[config.mk]
export PLATFORM = sky130hd
export DESIGN_NAME = ws_array_ctrl_flat
export DESIGN_NICKNAME = d
export VERILOG_FILES = /design/src/rtl/ws_array_ctrl_if.sv /design/src/rtl/ws_array_ctrl.sv /design/src/flat_wrapper.sv
export SDC_FILE = /design/constraint.sdc
export NUM_CORES = 1
export LEC_CHECK = 0
export BUFFER_PORTS_ARGS = -buffer_cell sky130_fd_sc_hd__buf_2
export CORE_MARGIN = 2
export CORE_UTILIZATION = 50
export CTS_BUF_LIST = sky130_fd_sc_hd__clkbuf_2
export CTS_CLUSTER_SIZE = 12
export DETAILED_ROUTE_END_ITERATION = 8
export GPL_TIMING_DRIVEN = 0
export PLACE_DENSITY_LB_ADDON = 0.08
export SLEW_MARGIN = 15
export SYNTH_ARGS = -nofsm -noshare
export SYNTH_HDL_FRONTEND = slang
export SYNTH_SLANG_ARGS = --single-unit
[constraint.sdc]
create_clock -name clk -period 2 [get_ports clk]
set_input_delay 0 -clock clk [delete_from_list [all_inputs] [get_ports clk]]
set_output_delay 0 -clock clk [all_outputs]
set_load 0.02 [all_outputs]
[src/rtl/ws_array_ctrl_if.sv]
// ws_array_ctrl_if: job control, weight/activation streams and array-edge signals of ws_array_ctrl.
interface ws_array_ctrl_if #(
    parameter int N          = 4,
    parameter int DATA_WIDTH = 8,
    parameter int CNT_W      = 8
);
    logic                    start;
    logic [CNT_W-1:0]        num_vecs;
    logic                    busy;
    logic                    done;
    logic                    w_valid;
    logic                    w_ready;
    logic [N*DATA_WIDTH-1:0] w_data;
    logic [N-1:0]            b_load;
    logic [N*DATA_WIDTH-1:0] b_row;
    logic                    a_valid;
    logic                    a_ready;
    logic [N*DATA_WIDTH-1:0] a_data;
    logic [N*DATA_WIDTH-1:0] a_row;
    logic                    pe_enable;
    logic [N-1:0]            c_valid;
    modport master (
        output start, num_vecs, w_valid, w_data, a_valid, a_data,
        input  busy, done, w_ready, b_load, b_row, a_ready, a_row, pe_enable, c_valid
    );
    modport slave (
        input  start, num_vecs, w_valid, w_data, a_valid, a_data,
        output busy, done, w_ready, b_load, b_row, a_ready, a_row, pe_enable, c_valid
    );
endinterface

[src/rtl/ws_array_ctrl.sv]
// ws_array_ctrl: job sequencer for an N x N weight-stationary systolic array
// (weight row load, skewed activation feed, per-column result tracking).
module ws_array_ctrl #(
    parameter int N          = 4,
    parameter int DATA_WIDTH = 8,
    parameter int CNT_W      = 8
) (
    input logic          clk,
    input logic          rst,
    ws_array_ctrl_if.slave bus
);
    typedef enum logic [2:0] {IDLE, LOAD_W, COMPUTE, DRAIN, DONE} state_t;

    state_t                  state_q, state_d;
    logic [CNT_W-1:0]        num_q, num_d;
    logic [CNT_W-1:0]        cnt_q, cnt_d;
    logic [N-1:0]            b_load_q, b_load_d;
    logic [N*DATA_WIDTH-1:0] b_row_q, b_row_d;
    logic [2*N-1:0]          tag_q, tag_d;
    logic                    w_hs, a_hs;

    always_comb begin
        state_d  = state_q;
        num_d    = num_q;
        cnt_d    = cnt_q;
        b_load_d = '0;
        b_row_d  = b_row_q;
        w_hs     = bus.w_valid && state_q == LOAD_W;
        a_hs     = bus.a_valid && state_q == COMPUTE;
        tag_d    = {tag_q[2*N-2:0], a_hs};
        if (w_hs) begin
            b_row_d  = bus.w_data;
            b_load_d = N'(1) << cnt_q;
        end
        if (w_hs || a_hs)
            cnt_d = cnt_q + CNT_W'(1);
        case (state_q)
            IDLE: if (bus.start) begin
                state_d = LOAD_W;
                num_d   = bus.num_vecs;
                cnt_d   = '0;
            end
            LOAD_W: if (w_hs && cnt_q == CNT_W'(N - 1)) begin
                state_d = (num_q == '0) ? DONE : COMPUTE;
                cnt_d   = '0;
            end
            COMPUTE: if (a_hs && cnt_q == num_q - CNT_W'(1))
                state_d = DRAIN;
            // no new tags enter in DRAIN, so the last vector is the only tag left once it reaches the end
            DRAIN: if (tag_q[2*N-1] && tag_q[2*N-2:0] == '0)
                state_d = DONE;
            DONE: state_d = IDLE;
            default: state_d = IDLE;
        endcase
    end

    always_ff @(posedge clk) begin
        if (rst) begin
            state_q  <= IDLE;
            num_q    <= '0;
            cnt_q    <= '0;
            b_load_q <= '0;
            b_row_q  <= '0;
            tag_q    <= '0;
        end else begin
            state_q  <= state_d;
            num_q    <= num_d;
            cnt_q    <= cnt_d;
            b_load_q <= b_load_d;
            b_row_q  <= b_row_d;
            tag_q    <= tag_d;
        end
    end

    genvar k;
    for (k = 0; k < N; k++) begin : g_skew
        localparam int W = (k + 1) * DATA_WIDTH;
        logic [W-1:0] sk_q, sk_d;
        always_comb
            sk_d = (sk_q << DATA_WIDTH) | W'(a_hs ? bus.a_data[k*DATA_WIDTH +: DATA_WIDTH] : '0);
        always_ff @(posedge clk)
            sk_q <= rst ? '0 : sk_d;
        assign bus.a_row[k*DATA_WIDTH +: DATA_WIDTH] = sk_q[W-1 -: DATA_WIDTH];
    end

    assign bus.busy      = state_q != IDLE;
    assign bus.done      = state_q == DONE;
    assign bus.w_ready   = state_q == LOAD_W;
    assign bus.a_ready   = state_q == COMPUTE;
    assign bus.pe_enable = state_q == COMPUTE || state_q == DRAIN;
    assign bus.b_load    = b_load_q;
    assign bus.b_row     = b_row_q;
    assign bus.c_valid   = tag_q[2*N-1:N];
endmodule

[src/flat_wrapper.sv]
// flat-port wrapper written by rule: the top's interface ports become plain ports
module ws_array_ctrl_flat 
#(
    parameter int N          = 4,
    parameter int DATA_WIDTH = 8,
    parameter int CNT_W      = 8
)
  (clk, rst, bus_start, bus_num_vecs, bus_w_valid, bus_w_data, bus_a_valid, bus_a_data, bus_busy, bus_done, bus_w_ready, bus_b_load, bus_b_row, bus_a_ready, bus_a_row, bus_pe_enable, bus_c_valid);
  ws_array_ctrl_if #(.N(N), .DATA_WIDTH(DATA_WIDTH), .CNT_W(CNT_W)) bus_i ();
  input logic clk;
  input logic rst;
  input wire logic [$bits(bus_i.start)-1:0] bus_start;
  input wire logic [$bits(bus_i.num_vecs)-1:0] bus_num_vecs;
  input wire logic [$bits(bus_i.w_valid)-1:0] bus_w_valid;
  input wire logic [$bits(bus_i.w_data)-1:0] bus_w_data;
  input wire logic [$bits(bus_i.a_valid)-1:0] bus_a_valid;
  input wire logic [$bits(bus_i.a_data)-1:0] bus_a_data;
  output wire logic [$bits(bus_i.busy)-1:0] bus_busy;
  output wire logic [$bits(bus_i.done)-1:0] bus_done;
  output wire logic [$bits(bus_i.w_ready)-1:0] bus_w_ready;
  output wire logic [$bits(bus_i.b_load)-1:0] bus_b_load;
  output wire logic [$bits(bus_i.b_row)-1:0] bus_b_row;
  output wire logic [$bits(bus_i.a_ready)-1:0] bus_a_ready;
  output wire logic [$bits(bus_i.a_row)-1:0] bus_a_row;
  output wire logic [$bits(bus_i.pe_enable)-1:0] bus_pe_enable;
  output wire logic [$bits(bus_i.c_valid)-1:0] bus_c_valid;
  assign bus_i.start = bus_start;
  assign bus_i.num_vecs = bus_num_vecs;
  assign bus_i.w_valid = bus_w_valid;
  assign bus_i.w_data = bus_w_data;
  assign bus_i.a_valid = bus_a_valid;
  assign bus_i.a_data = bus_a_data;
  assign bus_busy = bus_i.busy;
  assign bus_done = bus_i.done;
  assign bus_w_ready = bus_i.w_ready;
  assign bus_b_load = bus_i.b_load;
  assign bus_b_row = bus_i.b_row;
  assign bus_a_ready = bus_i.a_ready;
  assign bus_a_row = bus_i.a_row;
  assign bus_pe_enable = bus_i.pe_enable;
  assign bus_c_valid = bus_i.c_valid;
  ws_array_ctrl #(.N(N), .DATA_WIDTH(DATA_WIDTH), .CNT_W(CNT_W)) u_core (.clk(clk), .rst(rst), .bus(bus_i));
endmodule
# --- Word level (Yosys, flattened, before mapping) ---
# Index checks and enable logic that the tools add are counted.
totals:
  output_inout_bits: 77
  ff_bits: 143
  elab_cells: 56
op_classes:
  eq_ne: 10
  bitwise_logic: 5
  n_shift: 1
  add_sub_neg: 2
  n_reduce_logical: 15
  mux: 13
op_table:
  columns: ["cell", "n"]
  rows:
  - ["$mux 8", 6]
  - ["$or 32x32->32", 1]
  - ["$or 24x24->24", 1]
  - ["$or 16x16->16", 1]
  - ["$pmux 8 s2", 1]
  - ["$mux 3", 5]
  - ["$pmux 3 s4", 1]
  - ["$add 8x1->8 const B", 1]
  - ["$eq 8x2->1 const B", 1]
  - ["$eq 8x8->1", 1]
  - ["$logic_not 8->1", 1]
  - ["$shl 1x8->4 const A", 1]
  - ["$sub 8x1->8 const B", 1]
  - ["$logic_not 7->1", 1]
  - ["$eq 3x2->1 const B", 2]
  - ["$ne 2x1->1 const B", 3]
  - ["$logic_and 1x1->1", 5]
  - ["$reduce_and 4->1", 1]
  - ["$reduce_or 2->1", 2]
  - ["$eq 3x1->1 const B", 1]
  - ["$eq 3x3->1 const B", 1]
  - ["$logic_not 3->1", 1]
  - ["$reduce_bool 3->1", 1]
  - ["$logic_or 1x1->1", 2]
  - ["other kinds (3)", 4]

# --- Logic depth before layout (Yosys ltp) ---
logic_depth:
  word_depth: 6
  depth_mapped: 7
  ltp_nobuf: 7

# --- Worst setup path before layout ---
# Ideal clock, no wire load.
synth_timing:
  path_type: "register to register"
  from: "register u_core.num_q[0]"
  to: "register u_core.state_q[0]"
  arrival_time_ns: 1.746
  setup_time_ns: 0.058
  period_less_slack_ns: 1.804
  stages_incl_launch_ff: 8
  slack_ns: 0.196
  t_required_ns: 1.942
  cell_sequence: "dfxtp_1 inv_1 ha_1 nor3b_2 xnor2_1 or4_1 nor4_1 o21a_1"
synth_via:
  elab_chain_cells: 5
synth_lines:
  columns: ["item", "line", "rtl"]
  rows:
  - ["start: declaration", "ws_array_ctrl.sv:15", "logic [CNT_W-1:0] num_q, num_d;"]
  - ["start signal: assignment", "ws_array_ctrl.sv:67", "num_q <= num_d;"]
  - ["$sub 8x1->8", "ws_array_ctrl.sv:47", "COMPUTE: if (a_hs && cnt_q == num_q - CNT_W'(1))"]
  - ["$eq 8x8->1", "ws_array_ctrl.sv:47", null]
  - ["$logic_and 1x1->1", "ws_array_ctrl.sv:47", null]
  - ["$ne 2x1->1 (no source line)", null, null]
  - ["$reduce_and 4->1 (no source line)", null, null]
  - ["end signal: assignment", "ws_array_ctrl.sv:66", "state_q <= state_d;"]
  - ["end: declaration", "ws_array_ctrl.sv:14", "state_t state_q, state_d;"]
# No other way between the ends.
# A chain may end at the register's enable or synchronous reset.

# --- Worst setup path after layout ---
# Ends and elaborated chain as after synthesis.

==> results.toml <==
[die]
die_w_um = 101.9
rows = 35
die_h_um = 101.9
io_pins = 154
initial_core_util_pct = 51.59
core-area_um2 = 9284
die_area_um2 = 10380

[routing]
via_per_inst = 4.617
drc = 1
vias = 4132
dr.pass1.iters = 6
routed_wl_um = 11870
drt_iter0_markers = 103
wire_per_inst_um = 13.26
ant_nets = 0

[worst_setup_path]
r2r-start = "u_core.num_q[0]"
crit_type = "flop to flop"
crit_arrival_ns = 2.63
cp-end-kind = "flop"
crit_fanout = 5
required_ns = 2.61
rrSetupSlack_ns = -0.02
r2r_cells = 7
startpoint_type = "flop"
cp-startpoint = "u_core.num_q[0]"
cp-endpoint = "u_core.state_q[0]"
worstReg2RegEnd = "u_core.state_q[0]"

[grt]
antenna_found_initial = 0
grt_first_pass_wirelength_um = 18290
grtUsageMet1_pct = 24.58
use_met2_pct = 40.23
grt_pass1_vias = 4085
use_met3_pct = 6.430
grt.overflow.total = 0
grt_max_degree = 17
grt_usage_pct = 22.76
busiest_layer = "met2"

[yosys]
async_reset_ff_share_pct = 0
synth.cell_area_um2 = 4790
yosysMostFrequentCell = "dfxtp_1"
yosysTopAreaCell = "dfxtp_1"
synth_ff_type = "dfxtp_1"
ys_seq_elements = 143
synth_enable_flop_cells = 0
syn_nets = 566
synth.top_cells.by_count = "dfxtp_1, nand2_1, nor2b_1"
synthTopCellsByArea = "dfxtp_1, nor2b_1, nand2_1, and2_1, a21oi_1"
synthCells = 486
syn_area_per_cell_um2 = 9.855
synth_cell_types = 41
synth_top_area_share_pct = 59.77
ys_warn_count = 0
synth_seq_area_share_pct = 59.77

[clocking]
cts.sinks = 143
cts_tree = "built"
clkSlewWorstSetupHoldPaths_ns = 0.21
htree_levels = 4
clock_latency_ns = 0.67
root_buffer = "clkbuf_2"
clockBufferDepth = 2
cts_buffers = 17

[pwr]
ir_drop_v = 0.0004726
power.density_nw_per_um2 = 772.8
p_total_w = 0.005374
p_leak_nw = 3.142

[placement]
gp_congestion = 0.8492
hpwl_um = 7268
port_buffers = 153

[cells_and_area]
area_delta_synth_final_pct = 45.19
layout.nets = 833
nFillCells = 684
antenna_cells = 0
drive_gt1_share_pct = 28.20

[timing]
min_period_ns = 2.019
fin_skew_ns = 0.03647
fmax_mhz = 495.4
finalHoldViolCount = 0
tightest_slew_ns = 0.4796
fin_ws_ns = -0.01877
setup_viol = 1
slew_viol_final = 0
rsz0062_at_grt = "true"
max_slew_margin_pct = 68.03
tns_ns = -0.01877
period_share_pct = 100.9

[min_path]
hp-start = "bus_a_data[31]"
hp-class = "input port to flop"

[run_status]
status = "finished with violations"
failed_checks = "DRC, setup timing"

[run]
drv_cap = 0
## report_power, final
| part | leakage [nW] | internal (W) | switching [W] |
|---|---|---|---|
| clock | 0.135 | 0.000595 | 0.00108 |
| combinational | 1.85 | 0.000355 | 0.000376 |
| sequential | 1.16 | 0.00292 | 0.0000484 |
## how the worst min path moves through the flow
stage / cells past startpoint / end / slack, ns
after floorplan: 1 / u_core.g_skew[0].sk_q[0] / 0.12
after global placement: 2 / u_core.g_skew[2].sk_q[4] / 0.20
after detailed placement: 2 / u_core.g_skew[2].sk_q[2] / 0.20
after CTS: 3 / u_core.g_skew[2].sk_q[2] / 0.005
after global routing: 3 / u_core.g_skew[3].sk_q[7] / 0.006
final: 3 / u_core.g_skew[3].sk_q[7] / 0.05
## critical path: stages, from the launching register on
cell and delay [ns]:
dfxtp_4 0.44, inv_4 0.04, ha_4 0.25, xor2_1 0.15
nand4_1 0.13, or4_4 0.55, nor4_4 0.24, o21a_1 0.16
## routing by layer
metal / vias to the layer above / wire [um]
met5: - / 0
met2: 127 / 6225
met4: 0 / 435
li1: 2090 / -
met3: 38 / 545
met1: 1877 / 4661
## sequential cells by signal, summed over array words and instances, names as in the netlist
name	flops
u_core.bus.b_load	4
u_core.bus.b_row	32
u_core.cnt_q	8
u_core.g_skew.sk_q	80
u_core.num_q	8
u_core.state_q	3
u_core.tag_q	8
## final cells by class
| type | instances | area, um2 | area share, % |
|---|---|---|---|
| well taps | 129 | 161.4 | 2.321 |
| inverters | 5 | 21.27 | 0.3059 |
| multi-input cells | 306 | 1757 | 25.26 |
| clock inverters | 14 | 155.1 | 2.231 |
| repair buffers | 248 | 1714 | 24.65 |
| flip-flops and latches | 143 | 2870 | 41.27 |
| clock buffers | 18 | 90.09 | 1.295 |
| plain buffers | 32 | 185.2 | 2.663 |
## through the flow
stage / utilization [%] / hold WS, ns / setup slack, ns / instance area (um2) / instances
detailed placement: 61.58 / 0.2011 / -0.1294 / 5717 / 768
global placement: 61.58 / 0.1988 / -0.1116 / 5717 / 768
finish: 74.91 / 0.05243 / -0.01877 / 6954 / 895
CTS: 74.15 / 0.004940 / 0.01058 / 6884 / 891
floorplan: - / 0.1217 / 0.1956 / 4790 / 486
global route: 74.91 / 0.006445 / -0.1313 / 6954 / 895
## cells in the final DEF, fill, tap and decap left out, drive strengths merged, types with 5 or more instances in the layout
cell type and instances:
a21oi 42, buf 169, dfxtp 143, xnor2 8
clkbuf 35, nor2 15, inv 10, nand2 92
nand4 6, and2 34, nor2b 56, nor3b 5
dlygate4sd3 94, clkinvlp 5, xor2 11, nor3 5
## cells by family (layout without fill, tap and decap cells)
kind of cell             Yosys count  after routing  synth area share [%]
adder cells (fa/ha/maj)            3              3                0.7838
buffers and inverters             37            317                 4.258
multiplexers                       2              2                0.4180
AO/OA/AOI/OAI                     51             51                 5.983
flip-flops                       143            143                 59.77
XOR/XNOR                          19             19                 3.631
AND/OR/NAND/NOR                  231            231                 25.16
## repair_timing
item,4_1_cts,5_1_grt
endpoints found under the setup margin,1,7
pin swaps,0,5
hold endpoints to repair,89,3
resized for setup,4,8
hold buffers,91,3
buffers inserted,0,1
Note: power is estimated with default switching activity, not from simulation.
